File: src/rtl/mem_arbiter_pkg.sv
// Shared definitions for the instruction/data memory arbiter.
//   - FSM state encodings (IDLE / ACCESS)
//   - owner identifiers (FETCH = 0, DATA = 1)
//   - width of the access-cycle and starvation counters
//   - latched access descriptor carried through the ACCESS state
package mem_arbiter_pkg;

  localparam int CNT_W = 4;

  localparam logic [0:0] ST_IDLE   = 1'b0;
  localparam logic [0:0] ST_ACCESS = 1'b1;

  localparam logic OWNER_FETCH = 1'b0;
  localparam logic OWNER_DATA  = 1'b1;

  typedef struct packed {
    logic [31:0] addr;
    logic [31:0] wdata;
    logic        we;
    logic        owner;
  } acc_t;

endpackage

File: src/rtl/mem_arbiter_pick.sv
// arb_pick: combinational choice between the fetch and data requesters.
// Ports:
//   if_req      in  fetch port is requesting
//   d_req       in  data port is requesting
//   starve_sat  in  fetch has lost the maximum allowed number of times in a row
//   pick_valid  out at least one requester is present
//   pick_owner  out winning owner (OWNER_FETCH / OWNER_DATA)
module arb_pick
  import mem_arbiter_pkg::*;
(
  input  logic if_req,
  input  logic d_req,
  input  logic starve_sat,
  output logic pick_valid,
  output logic pick_owner
);

  always_comb begin
    pick_valid = if_req | d_req;
    pick_owner = OWNER_FETCH;
    // Data normally wins a tie; a starved fetch takes the tie instead.
    if (d_req && !(if_req && starve_sat)) begin
      pick_owner = OWNER_DATA;
    end
  end

endmodule

File: src/rtl/mem_arbiter.sv
// mem_arbiter: shares one single-ported memory between an instruction-fetch
// port and a load/store data port. One access is in flight at a time; it is
// granted in IDLE, held for LATENCY cycles in ACCESS, and its result is
// returned with a one-cycle rvalid pulse on the owner's port.
// Ports:
//   clock, reset                  clock and synchronous active-high reset
//   if_req/if_addr                fetch request (held until if_gnt)
//   if_gnt/if_rvalid/if_rdata     fetch accept pulse, result pulse, fetched word
//   d_req/d_we/d_addr/d_wdata     data request (held until d_gnt)
//   d_gnt/d_rvalid/d_rdata        data accept pulse, result pulse, load word (0 for stores)
//   mem_we/mem_addr/mem_wdata     shared memory controls (all 0 while idle)
//   mem_rdata                     combinational read data from the memory
module mem_arbiter
  import mem_arbiter_pkg::*;
#(
  parameter int LATENCY    = 1,
  parameter int STARVE_MAX = 3
) (
  input  logic        clock,
  input  logic        reset,
  input  logic        if_req,
  input  logic [31:0] if_addr,
  output logic        if_gnt,
  output logic        if_rvalid,
  output logic [31:0] if_rdata,
  input  logic        d_req,
  input  logic        d_we,
  input  logic [31:0] d_addr,
  input  logic [31:0] d_wdata,
  output logic        d_gnt,
  output logic        d_rvalid,
  output logic [31:0] d_rdata,
  output logic        mem_we,
  output logic [31:0] mem_addr,
  output logic [31:0] mem_wdata,
  input  logic [31:0] mem_rdata
);

  localparam logic [CNT_W-1:0] LAT_C    = CNT_W'(LATENCY);
  localparam logic [CNT_W-1:0] STARVE_C = CNT_W'(STARVE_MAX);
  localparam logic [CNT_W-1:0] CNT_ONE  = CNT_W'(1);

  function automatic logic [CNT_W-1:0] sat_inc(input logic [CNT_W-1:0] v,
                                               input logic [CNT_W-1:0] lim);
    return (v == lim) ? v : v + CNT_ONE;
  endfunction

  logic [0:0]       state;
  logic [CNT_W-1:0] cnt;
  logic [CNT_W-1:0] starve;
  acc_t             acc;

  logic pick_valid;
  logic pick_owner;
  logic starve_sat;
  logic grant;
  logic last_cyc;

  assign starve_sat = (starve == STARVE_C);

  arb_pick u_pick (
    .if_req     (if_req),
    .d_req      (d_req),
    .starve_sat (starve_sat),
    .pick_valid (pick_valid),
    .pick_owner (pick_owner)
  );

  // Grant and write enable are gated by reset so that an access caught by
  // reset neither starts nor commits its store.
  assign grant    = !reset && (state == ST_IDLE) && pick_valid;
  assign last_cyc = (state == ST_ACCESS) && (cnt == CNT_ONE);

  assign if_gnt    = grant && (pick_owner == OWNER_FETCH);
  assign d_gnt     = grant && (pick_owner == OWNER_DATA);
  assign mem_addr  = (state == ST_ACCESS) ? acc.addr  : 32'd0;
  assign mem_wdata = (state == ST_ACCESS) ? acc.wdata : 32'd0;
  assign mem_we    = !reset && last_cyc && (acc.owner == OWNER_DATA) && acc.we;

  // Control: FSM, counters, result pulses and returned data.
  always_ff @(posedge clock) begin
    if (reset) begin
      state     <= ST_IDLE;
      cnt       <= '0;
      starve    <= '0;
      if_rvalid <= 1'b0;
      d_rvalid  <= 1'b0;
      if_rdata  <= 32'd0;
      d_rdata   <= 32'd0;
    end else begin
      if_rvalid <= 1'b0;
      d_rvalid  <= 1'b0;
      if (state == ST_IDLE) begin
        if (grant) begin
          state <= ST_ACCESS;
          cnt   <= LAT_C;
          if (pick_owner == OWNER_FETCH) begin
            starve <= '0;
          end else if (if_req) begin
            starve <= sat_inc(starve, STARVE_C);
          end
        end
      end else begin
        cnt <= cnt - CNT_ONE;
        if (last_cyc) begin
          state <= ST_IDLE;
          if (acc.owner == OWNER_FETCH) begin
            if_rdata  <= mem_rdata;
            if_rvalid <= 1'b1;
          end else begin
            d_rdata  <= acc.we ? 32'd0 : mem_rdata;
            d_rvalid <= 1'b1;
          end
        end
      end
    end
  end

  // Access descriptor: captured on grant only, never read outside ACCESS.
  always_ff @(posedge clock) begin
    if (grant) begin
      acc.owner <= pick_owner;
      if (pick_owner == OWNER_DATA) begin
        acc.addr  <= d_addr;
        acc.wdata <= d_wdata;
        acc.we    <= d_we;
      end else begin
        acc.addr  <= if_addr;
        acc.wdata <= 32'd0;
        acc.we    <= 1'b0;
      end
    end
  end

endmodule

File: config.mk
export PLATFORM = sky130hd
export DESIGN_NAME = mem_arbiter
export DESIGN_NICKNAME = d
export VERILOG_FILES = /design/src/rtl/mem_arbiter_pkg.sv /design/src/rtl/mem_arbiter_pick.sv /design/src/rtl/mem_arbiter.sv
export SDC_FILE = /design/constraint.sdc
export NUM_CORES = 1
export LEC_CHECK = 0
export ABC_AREA = 1
export CAP_MARGIN = 5
export CORE_MARGIN = 10
export CORE_UTILIZATION = 42
export DETAILED_ROUTE_END_ITERATION = 16
export PLACE_DENSITY = 0.78
export SYNTH_ARGS = -nofsm -noshare
export SYNTH_HDL_FRONTEND = slang
export SYNTH_HIERARCHICAL = 1
export SYNTH_SLANG_ARGS = --single-unit
File: constraint.sdc
create_clock -name clock -period 5.5 [get_ports clock]
set_input_delay 0.825 -clock clock [delete_from_list [all_inputs] [get_ports clock]]
set_output_delay 0.825 -clock clock [all_outputs]
set_load 0.01 [all_outputs]
==> run_results.csv, run 1 <==
group,metric,value,unit
sta,slew_headroom,27.5,%
sta,fmax,234,MHz
synthesis,syn_nets,884,
drt,vias,5560,
final_layout,drive_above_1_share,4.87,%
pwr,p_leak,4.25,nW
clock_tree,cts-htree-levels,4,
synthesis,yosys_warnings,6,
drt,drt_iter0_drc,344,
sta,worstMarginPinSlew,1.09,ns
placement,globalplace.congestion,0.830,
sta,fin_skew,0.0100,ns
pwr,seqPwrFrac,44.6,%
setup_path,cp-end-kind,"output pin",
placement,place_ws,1.63,ns
outcome,outcome,"finished clean",
drt,vias_per_cell,4.68,
drt,drc,0,
pwr,power_frac_comb,13.7,%
sta,hold_ws,0.460,ns
clock_tree,cts.clk_slew.worst_paths,0.06,ns
setup_path,reg2reg_slack,2.70,ns
floorplan,die_area,19600,sq um
pwr,power,2.62,mW
setup_path,path_buf_inv,3,
setup_path,worstPathRequired,4.68,ns
final_layout,layout_commonest_cell,"nand2_1",
setup_path,critical_path.slowest_cell,"nand3_2",
clock_tree,ctsHoldBuffers,0,
pwr,switching_power,619,uW
setup_path,crit_chain,"buf_4, inv_2, nor2_8, nand3_2, nor2_1, clkdlybuf4s50_1",
synthesis,ys_seq_elements,141,
sta,setup_viol,0,
clock_tree,root_buffer,"clkbuf_16",
hold_path,worstHoldPathType,"reg2reg",
global_route,antenna_found_initial,0,
final_layout,multi_input_area,1950,sq um
global_route,grt_pass1_wl,29300,um
global_route,grt_remaining_overflow,0,
sta,finalSetupTns,0,ns
clock_tree,cts_buffers,17,
pwr,peakVddDrop,208,uV
clock_tree,clock_path_buffers,2,
synthesis,ys_types,23,
sta,fin_ws,1.22,ns
pwr,p_per_area,279,nW/um^2
final_layout,final_cell_mix,"nand2_1 (275), clkdlybuf4s50_1 (265), inv_1 (115)",
final_layout,area_growth,54.7,%
job,drv_cap,0,
floorplan,initial_core_util,43.3,%
setup_path,crit_fanout,70,
final_layout,fillers,1180,
placement,numPortBuffers,265,
drt,wirelength,19000,um
floorplan,die_w,140,um
clock_tree,clock_latency,0.42,ns
floorplan,fp.dieH,140,um
pwr,sw_frac_of_total,23.7,%
floorplan,rows,43,
clock_tree,tritoncts,"built",
synthesis,yosysSeqAreaShare,57.5,%
placement,hpwlAfterDp,13700,um
synthesis,netlist_instances,748,
setup_path,cp_slowest_stage_delay,0.68,ns
sta,finalCritPeriodShare,77.8,%
clock_tree,postCtsSetupRepairBufs,0,
floorplan,core,14000,sq um
setup_path,critical_path_class,"reg2out",
final_layout,stdcell_area,9370,sq um
clock_tree,cts.sinks,141,
synthesis,mappedNetlistArea,6060,sq um
drt,wl_per_cell,16.0,um
final_layout,n_antenna_cell,0,
floorplan,ios,266,
placement,placed_area,8800,sq um
global_route,grt_pass1_vias,5490,
pwr,clkPwrFrac,41.7,%
drt,postRouteAntennaNets,0,
sta,slew_viol_final,0,
global_route,grt_start_max_net_pins,71,
synthesis,syn_area_per_cell,8.10,sq um
clock_tree,cts_resized,0,
setup_path,path_delay_family,"simple AND/OR/NAND/NOR gates",
global_route,track_usage,18.9,%
final_layout,seq_area,3480,sq um
setup_path,critPathLaunchType,"flop",
setup_path,crit_arrival,3.46,ns
final_layout,nets,1130,
sta,report.final.hold_viol_count,0,
pwr,power.internal,2.00,mW
sta,timing.final.crit_period,4.28,ns
drt,drt_first_pass_iters,5,
sta,rsz0062_at_grt,"no",
[worst reg2reg max path, delay by kind of cell (launching register included)]
kind | cells | cell delay (ns)
flops | 1 | 0.31
compound gates | 1 | 0.09
buf+inv | 2 | 0.74
simple gates | 3 | 1.52
[kinds of logic (layout without fill, tap and decap cells)]
family	Yosys count	count (layout)	synth area share [%]
AND/OR/NAND/NOR	365	365	24.8
buffers and inverters	163	422	10.7
flip-flops	141	141	57.5
AO/OA/AOI/OAI	75	75	6.21
adder cells (fa/ha/maj)	3	3	0.619
XOR/XNOR	1	1	0.145
[synth_stat cells]
| cell | number | area (sq um) |
|---|---|---|
| nand2_1 | 275 | 1030 |
| inv_1 | 115 | 432 |
| dfxtp_1 | 75 | 1500 |
| nand3_1 | 70 | 350 |
| edfxtp_1 | 66 | 1980 |
| a21oi_1 | 40 | 200 |
| buf_2 | 28 | 140 |
| o21ai_1 | 28 | 140 |
| clkbuf_1 | 12 | 45.0 |
| nor2_1 | 10 | 37.5 |
| o21ai_0 | 6 | 30.0 |
| inv_2 | 4 | 15.0 |
| nand4_1 | 4 | 25.0 |
| buf_1 | 3 | 11.3 |
| ha_1 | 3 | 37.5 |
| nand3_2 | 2 | 20.0 |
| buf_4 | 1 | 7.51 |
| nand2_2 | 1 | 6.26 |
| nor2_2 | 1 | 6.26 |
| nor2_8 | 1 | 20.0 |
| o22ai_1 | 1 | 6.26 |
| or2_1 | 1 | 6.26 |
| xor2_1 | 1 | 8.76 |
[state kept, by name (all words and copies together) (netlist names)]
register	cells
state	1
acc	66
d_rvalid	1
cnt	4
d_rdata	32
if_rvalid	1
if_rdata	32
starve	4
[final cells by class]
type	instances	area share (%)
flip-flops and latches	141	37.2
clock inverters	9	0.574
clock buffers	23	5.55
inverters	119	4.77
multi-input cells	444	20.8
well taps	180	2.40
repair buffers	271	28.8
[power by group through the flow]
| stage | combinational, mW | clock (mW) | sequential [mW] |
|---|---|---|---|
| 6_report | 0.359 | 1.09 | 1.17 |
| 5_1_grt | 0.394 | 1.16 | 1.17 |
| 4_1_cts | 0.363 | 1.11 | 1.17 |
| 3_5_place_dp | 0.360 | 0 | 1.19 |
| 3_3_place_gp | 0.356 | 0 | 1.19 |
| 2_1_floorplan | 0.149 | 0 | 1.19 |
[stage by stage]
step / instances / utilization, %
floorplan: 748 / -
global placement: 1155 / 62.9
detailed placement: 1155 / 62.9
CTS: 1187 / 67.0
global route: 1187 / 67.0
finish: 1187 / 67.0
[routing by layer]
layer  vias up  track usage, %  wire length, um
li1       2830               -                -
met1      2521            18.9             7010
met2       179            34.2            10100
met3        30            7.34             1360
met4         0            7.93              553
met5         -               0                0
[final timing paths]
path,start,to,depth (start not counted)
worst max-delay path,state$_SDFF_PP0_,mem_we,6
worst min-delay path,if_rdata[19]$_SDFFE_PP0P_,if_rdata[19]$_SDFFE_PP0P_,2
worst min register to register,if_rdata[19]$_SDFFE_PP0P_,if_rdata[19]$_SDFFE_PP0P_,2
worst max register to register,state$_SDFF_PP0_,d_rdata[4]$_SDFFE_PP0P_,6
(Power assumes the default switching activity.)
==> run 2: changes to the inputs <==
clock period = 4.2 ns   (was 5.5 ns; I/O delays follow)
==> run_results.csv, run 2 (same netlist as run 1, synthesis figures left out) <==
group,metric,value,unit
final_layout,fillers,1171,
drt,drt_first_pass_iters,8,
global_route,gr-usage-met2,33.6,%
sta,setup_viol,0,
pwr,peakVddDrop,251,uV
global_route,use_met3,6.36,%
drt,drt_iter0_drc,395,
final_layout,largest_reg_flops,66,
floorplan,ios,266,
pwr,switching_power,791,uW
sta,timing.final.crit_period,3.20,ns
setup_path,worstPathRequired,3.57,ns
final_layout,top_register,"acc",
final_layout,reg_top3,"acc: 66 flops, d_rdata: 32 flops, if_rdata: 32 flops",
final_layout,nets,1133,
final_layout,area_growth,55.6,%
sta,finalSetupTns,0,ns
pwr,sw_frac_of_total,22.7,%
drt,drc,0,
pwr,power.internal,2.70,mW
pwr,power,3.49,mW
clock_tree,cts-htree-levels,4,
placement,place_ws,1.01,ns
clock_tree,tritoncts,"built",
final_layout,layout_commonest_cell,"nand2_1",
sta,fmax,313,MHz
outcome,outcome,"finished clean",
setup_path,critPathLaunchType,"flop",
clock_tree,postCtsSetupRepairBufs,0,
placement,globalplace.congestion,0.809,
clock_tree,cts_buffers,17,
sta,rsz0062_at_grt,"no",
sta,finalCritPeriodShare,76.2,%
final_layout,drive_above_1_share,4.96,%
drt,vias,5571,
drt,wl_per_cell,16.2,um
global_route,track_usage,19.0,%
drt,vias_per_cell,4.69,
global_route,grt_busiest_layer,"met2",
drt,postRouteAntennaNets,0,
pwr,p_leak,4.28,nW
final_layout,final_cell_mix,"nand2_1 (275), clkdlybuf4s50_1 (265), inv_1 (115)",
placement,hpwlAfterDp,14000,um
pwr,clkPwrFrac,42.6,%
setup_path,critical_path_class,"reg2out",
global_route,use_met1,20.1,%
placement,numPortBuffers,265,
floorplan,rows,43,
floorplan,die_w,140,um
floorplan,fp.dieH,140,um
global_route,grt_remaining_overflow,0,
sta,hold_ws,0.457,ns
global_route,antenna_found_initial,0,
pwr,power_frac_comb,13.6,%
global_route,grt_start_max_net_pins,70,
sta,report.final.hold_viol_count,0,
setup_path,crit_arrival,2.57,ns
final_layout,n_antenna_cell,0,
setup_path,cp-end-kind,"output pin",
setup_path,crit_fanout,35,
floorplan,core,14000,sq um
floorplan,die_area,19600,sq um
sta,worstMarginPinSlew,1.17,ns
clock_tree,cts.sinks,141,
clock_tree,clock_latency,0.41,ns
clock_tree,cts_resized,0,
sta,fin_ws,1.00,ns
pwr,seqPwrFrac,43.8,%
clock_tree,cts.clk_slew.worst_paths,0.06,ns
drt,wirelength,19300,um
clock_tree,ctsHoldBuffers,0,
job,drv_cap,0,
sta,slew_headroom,22.1,%
clock_tree,root_buffer,"clkbuf_16",
global_route,grt_pass1_vias,5425,
sta,slew_viol_final,0,
hold_path,worstHoldPathType,"reg2reg",
sta,fin_skew,0.00775,ns
clock_tree,clock_path_buffers,2,
pwr,p_per_area,370,nW/um^2
floorplan,initial_core_util,43.3,%
global_route,grt_pass1_wl,29600,um
run 2: final timing paths:
path / slack [ns] / endpoint / cells after the start / startpoint
max reg2reg: 1.71 / d_rdata[14]$_SDFFE_PP0P_ / 7 / cnt[1]$_SDFFE_PP0P_
max: 1.00 / if_gnt / 8 / starve[0]$_SDFFE_PP0P_
min: 0.46 / if_rdata[13]$_SDFFE_PP0P_ / 2 / if_rdata[13]$_SDFFE_PP0P_
min reg2reg: 0.46 / if_rdata[13]$_SDFFE_PP0P_ / 2 / if_rdata[13]$_SDFFE_PP0P_
run 2: cell type report:
| cell class | count | area [sq um] | share of cell area (%) |
|---|---|---|---|
| tap | 180 | 225 | 2.39 |
| inverter | 119 | 447 | 4.74 |
| clock buffer | 26 | 546 | 5.78 |
| sequential | 141 | 3480 | 37.0 |
| timing repair buffer | 274 | 2730 | 29.0 |
| multi-input combinational | 444 | 1950 | 20.6 |
| clock inverter | 5 | 50.0 | 0.531 |
run 2: stage by stage:
step | util, % | instances | area (sq um)
global route | 67.4 | 1189 | 9430
global placement | 63.2 | 1158 | 8830
CTS | 67.4 | 1189 | 9430
floorplan | - | 748 | 6060
detailed placement | 63.2 | 1158 | 8830
finish | 67.4 | 1189 | 9430
run 2: layer usage:
metal | share of wire [%] | vias up
li1 | - | 2828
met1 | 37 | 2521
met2 | 53 | 191
met3 | 7.2 | 31
met4 | 3.0 | 0
met5 | 0 | -
run 2: critical path: stages (launching register included):
cell and delay, ns:
dfxtp_1 0.37, ha_1 0.26, nand2_1 0.10, inv_1 0.10
a21oi_4 0.06, inv_2 0.44, nand3_1 0.18, inv_1 0.09
clkdlybuf4s50_1 0.54
run 2: power by group through the flow:
stage	clock network, mW	registers [mW]	logic, mW
4_1_cts	1.51	1.53	0.480
3_3_place_gp	0	1.55	0.470
6_report	1.49	1.53	0.473
3_5_place_dp	0	1.56	0.477
2_1_floorplan	0	1.56	0.196
5_1_grt	1.56	1.53	0.518
==> run 3: changes to the inputs <==
CORE_UTILIZATION = 38   (was 42)
PLACE_DENSITY = 0.74   (was 0.78)
clock period = 2.85 ns   (was 4.2 ns; I/O delays follow)
==> run_results.csv, run 3 (same netlist as run 1, synthesis figures left out) <==
group,metric,value,unit
final_layout,layout_commonest_cell,"nand2_1",
final_layout,nets,1136,
final_layout,top_register,"acc",
placement,numPortBuffers,265,
drt,wirelength,19300,um
setup_path,cp-end-kind,"output pin",
floorplan,fp.dieH,146,um
sta,setup_viol,0,
sta,slew_viol_final,0,
global_route,gr-usage-met2,30.8,%
global_route,grt_pass1_vias,5467,
floorplan,die_w,146,um
placement,hpwlAfterDp,13900,um
final_layout,reg_top3,"acc: 66 flops, d_rdata: 32 flops, if_rdata: 32 flops",
setup_path,critical_path.slowest_cell,"clkdlybuf4s50_1",
hold_path,worstHoldPathType,"reg2reg",
clock_tree,cts-htree-levels,4,
final_layout,final_cells,1228,
placement,globalplace.congestion,0.792,
outcome,outcome,"finished clean",
final_layout,drive_above_1_share,5.04,%
global_route,grt_busiest_layer,"met2",
sta,slew_headroom,52.9,%
drt,drt_iter0_drc,221,
sta,timing.final.crit_period,2.60,ns
clock_tree,postCtsSetupRepairBufs,0,
setup_path,cp_slowest_stage_delay,0.60,ns
floorplan,ios,266,
floorplan,initial_core_util,38.4,%
floorplan,die_area,21400,sq um
drt,drc,0,
setup_path,path_delay_family,"buffers and inverters",
setup_path,crit_fanout,16,
sta,fin_skew,0.00824,ns
pwr,p_per_area,531,nW/um^2
pwr,switching_power,1.18,mW
final_layout,utilization,60.0,%
global_route,grt_pass1_wl,29800,um
floorplan,core,15800,sq um
sta,worstMarginPinSlew,0.706,ns
clock_tree,cts.sinks,141,
clock_tree,tritoncts,"built",
final_layout,largest_reg_flops,66,
global_route,track_usage,17.6,%
global_route,use_met3,5.53,%
pwr,power_frac_comb,14.0,%
sta,finalSetupTns,0,ns
clock_tree,cts.clk_slew.worst_paths,0.06,ns
placement,placed_area,8910,sq um
setup_path,critPathLaunchType,"flop",
global_route,grt_start_max_net_pins,70,
clock_tree,ctsHoldBuffers,0,
setup_path,path_buf_inv,2,
clock_tree,root_buffer,"clkbuf_16",
final_layout,area_growth,56.2,%
drt,postRouteAntennaNets,0,
pwr,power,5.02,mW
sta,report.final.hold_viol_count,0,
pwr,clkPwrFrac,41.2,%
setup_path,crit_chain,"inv_1, ha_1, nand3_2, nor2_8, nand3_2, nor2_1, clkdlybuf4s50_1",
pwr,power.internal,3.84,mW
placement,place_ws,0.371,ns
clock_tree,clock_path_buffers,2,
floorplan,rows,46,
global_route,antenna_found_initial,2,
final_layout,final_cell_mix,"nand2_1 (275), clkdlybuf4s50_1 (265), inv_1 (115)",
drt,wl_per_cell,15.7,um
clock_tree,cts_resized,0,
pwr,peakVddDrop,436,uV
global_route,grt_remaining_overflow,0,
sta,hold_ws,0.458,ns
placement,place_inst,1197,
setup_path,crit_top_cell,"nand3_2",
drt,drt_first_pass_iters,4,
clock_tree,clock_latency,0.41,ns
setup_path,worstPathRequired,2.42,ns
sta,finalCritPeriodShare,91.4,%
clock_tree,cts_buffers,17,
setup_path,critical_path_class,"reg2out",
sta,rsz0062_at_grt,"no",
sta,fmax,384,MHz
pwr,seqPwrFrac,44.8,%
global_route,use_met1,18.3,%
pwr,p_leak,4.28,nW
job,drv_cap,0,
pwr,sw_frac_of_total,23.5,%
final_layout,stdcell_area,9470,sq um
drt,vias,5530,
sta,fin_ws,0.246,ns
setup_path,crit_arrival,2.18,ns
drt,vias_per_cell,4.50,
run 3: layer usage:
metal | up-vias | routed length, um
li1 | 2838 | -
met1 | 2462 | 7350
met2 | 181 | 9860
met3 | 47 | 1200
met4 | 2 | 884
met5 | - | 9
run 3: tightest hold or removal path, stage by stage (launching register included):
cell	delay (ns)
dfxtp_1	0.30
nand2_1	0.06
a21oi_1	0.05
run 3: worst paths after layout:
| path | to | from | slack (ns) | cells after the start |
|---|---|---|---|---|
| worst max-delay path | mem_we | cnt[1]$_SDFFE_PP0P_ | 0.25 | 7 |
| worst min-delay path | if_rdata[27]$_SDFFE_PP0P_ | if_rdata[27]$_SDFFE_PP0P_ | 0.46 | 2 |
| worst max register to register | if_rdata[11]$_SDFFE_PP0P_ | cnt[1]$_SDFFE_PP0P_ | 0.70 | 8 |
| worst min register to register | if_rdata[27]$_SDFFE_PP0P_ | if_rdata[27]$_SDFFE_PP0P_ | 0.46 | 2 |
run 3: cell type report:
class / instances / area (sq um)
repair buffers: 277 / 2770
well taps: 216 / 270
flip-flops and latches: 141 / 3480
clock inverters: 5 / 30.0
diodes: 1 / 2.50
inverters: 119 / 447
clock buffers: 25 / 522
fillers: 1435 / 6300
multi-input cells: 444 / 1950
run 3: power by group through the flow:
stage / clock network (mW) / logic (mW) / registers [mW]
CTS: 2.12 / 0.712 / 2.25
detailed placement: 0 / 0.707 / 2.29
global placement: 0 / 0.701 / 2.29
finish: 2.07 / 0.703 / 2.25
global route: 2.20 / 0.773 / 2.26
floorplan: 0 / 0.290 / 2.30
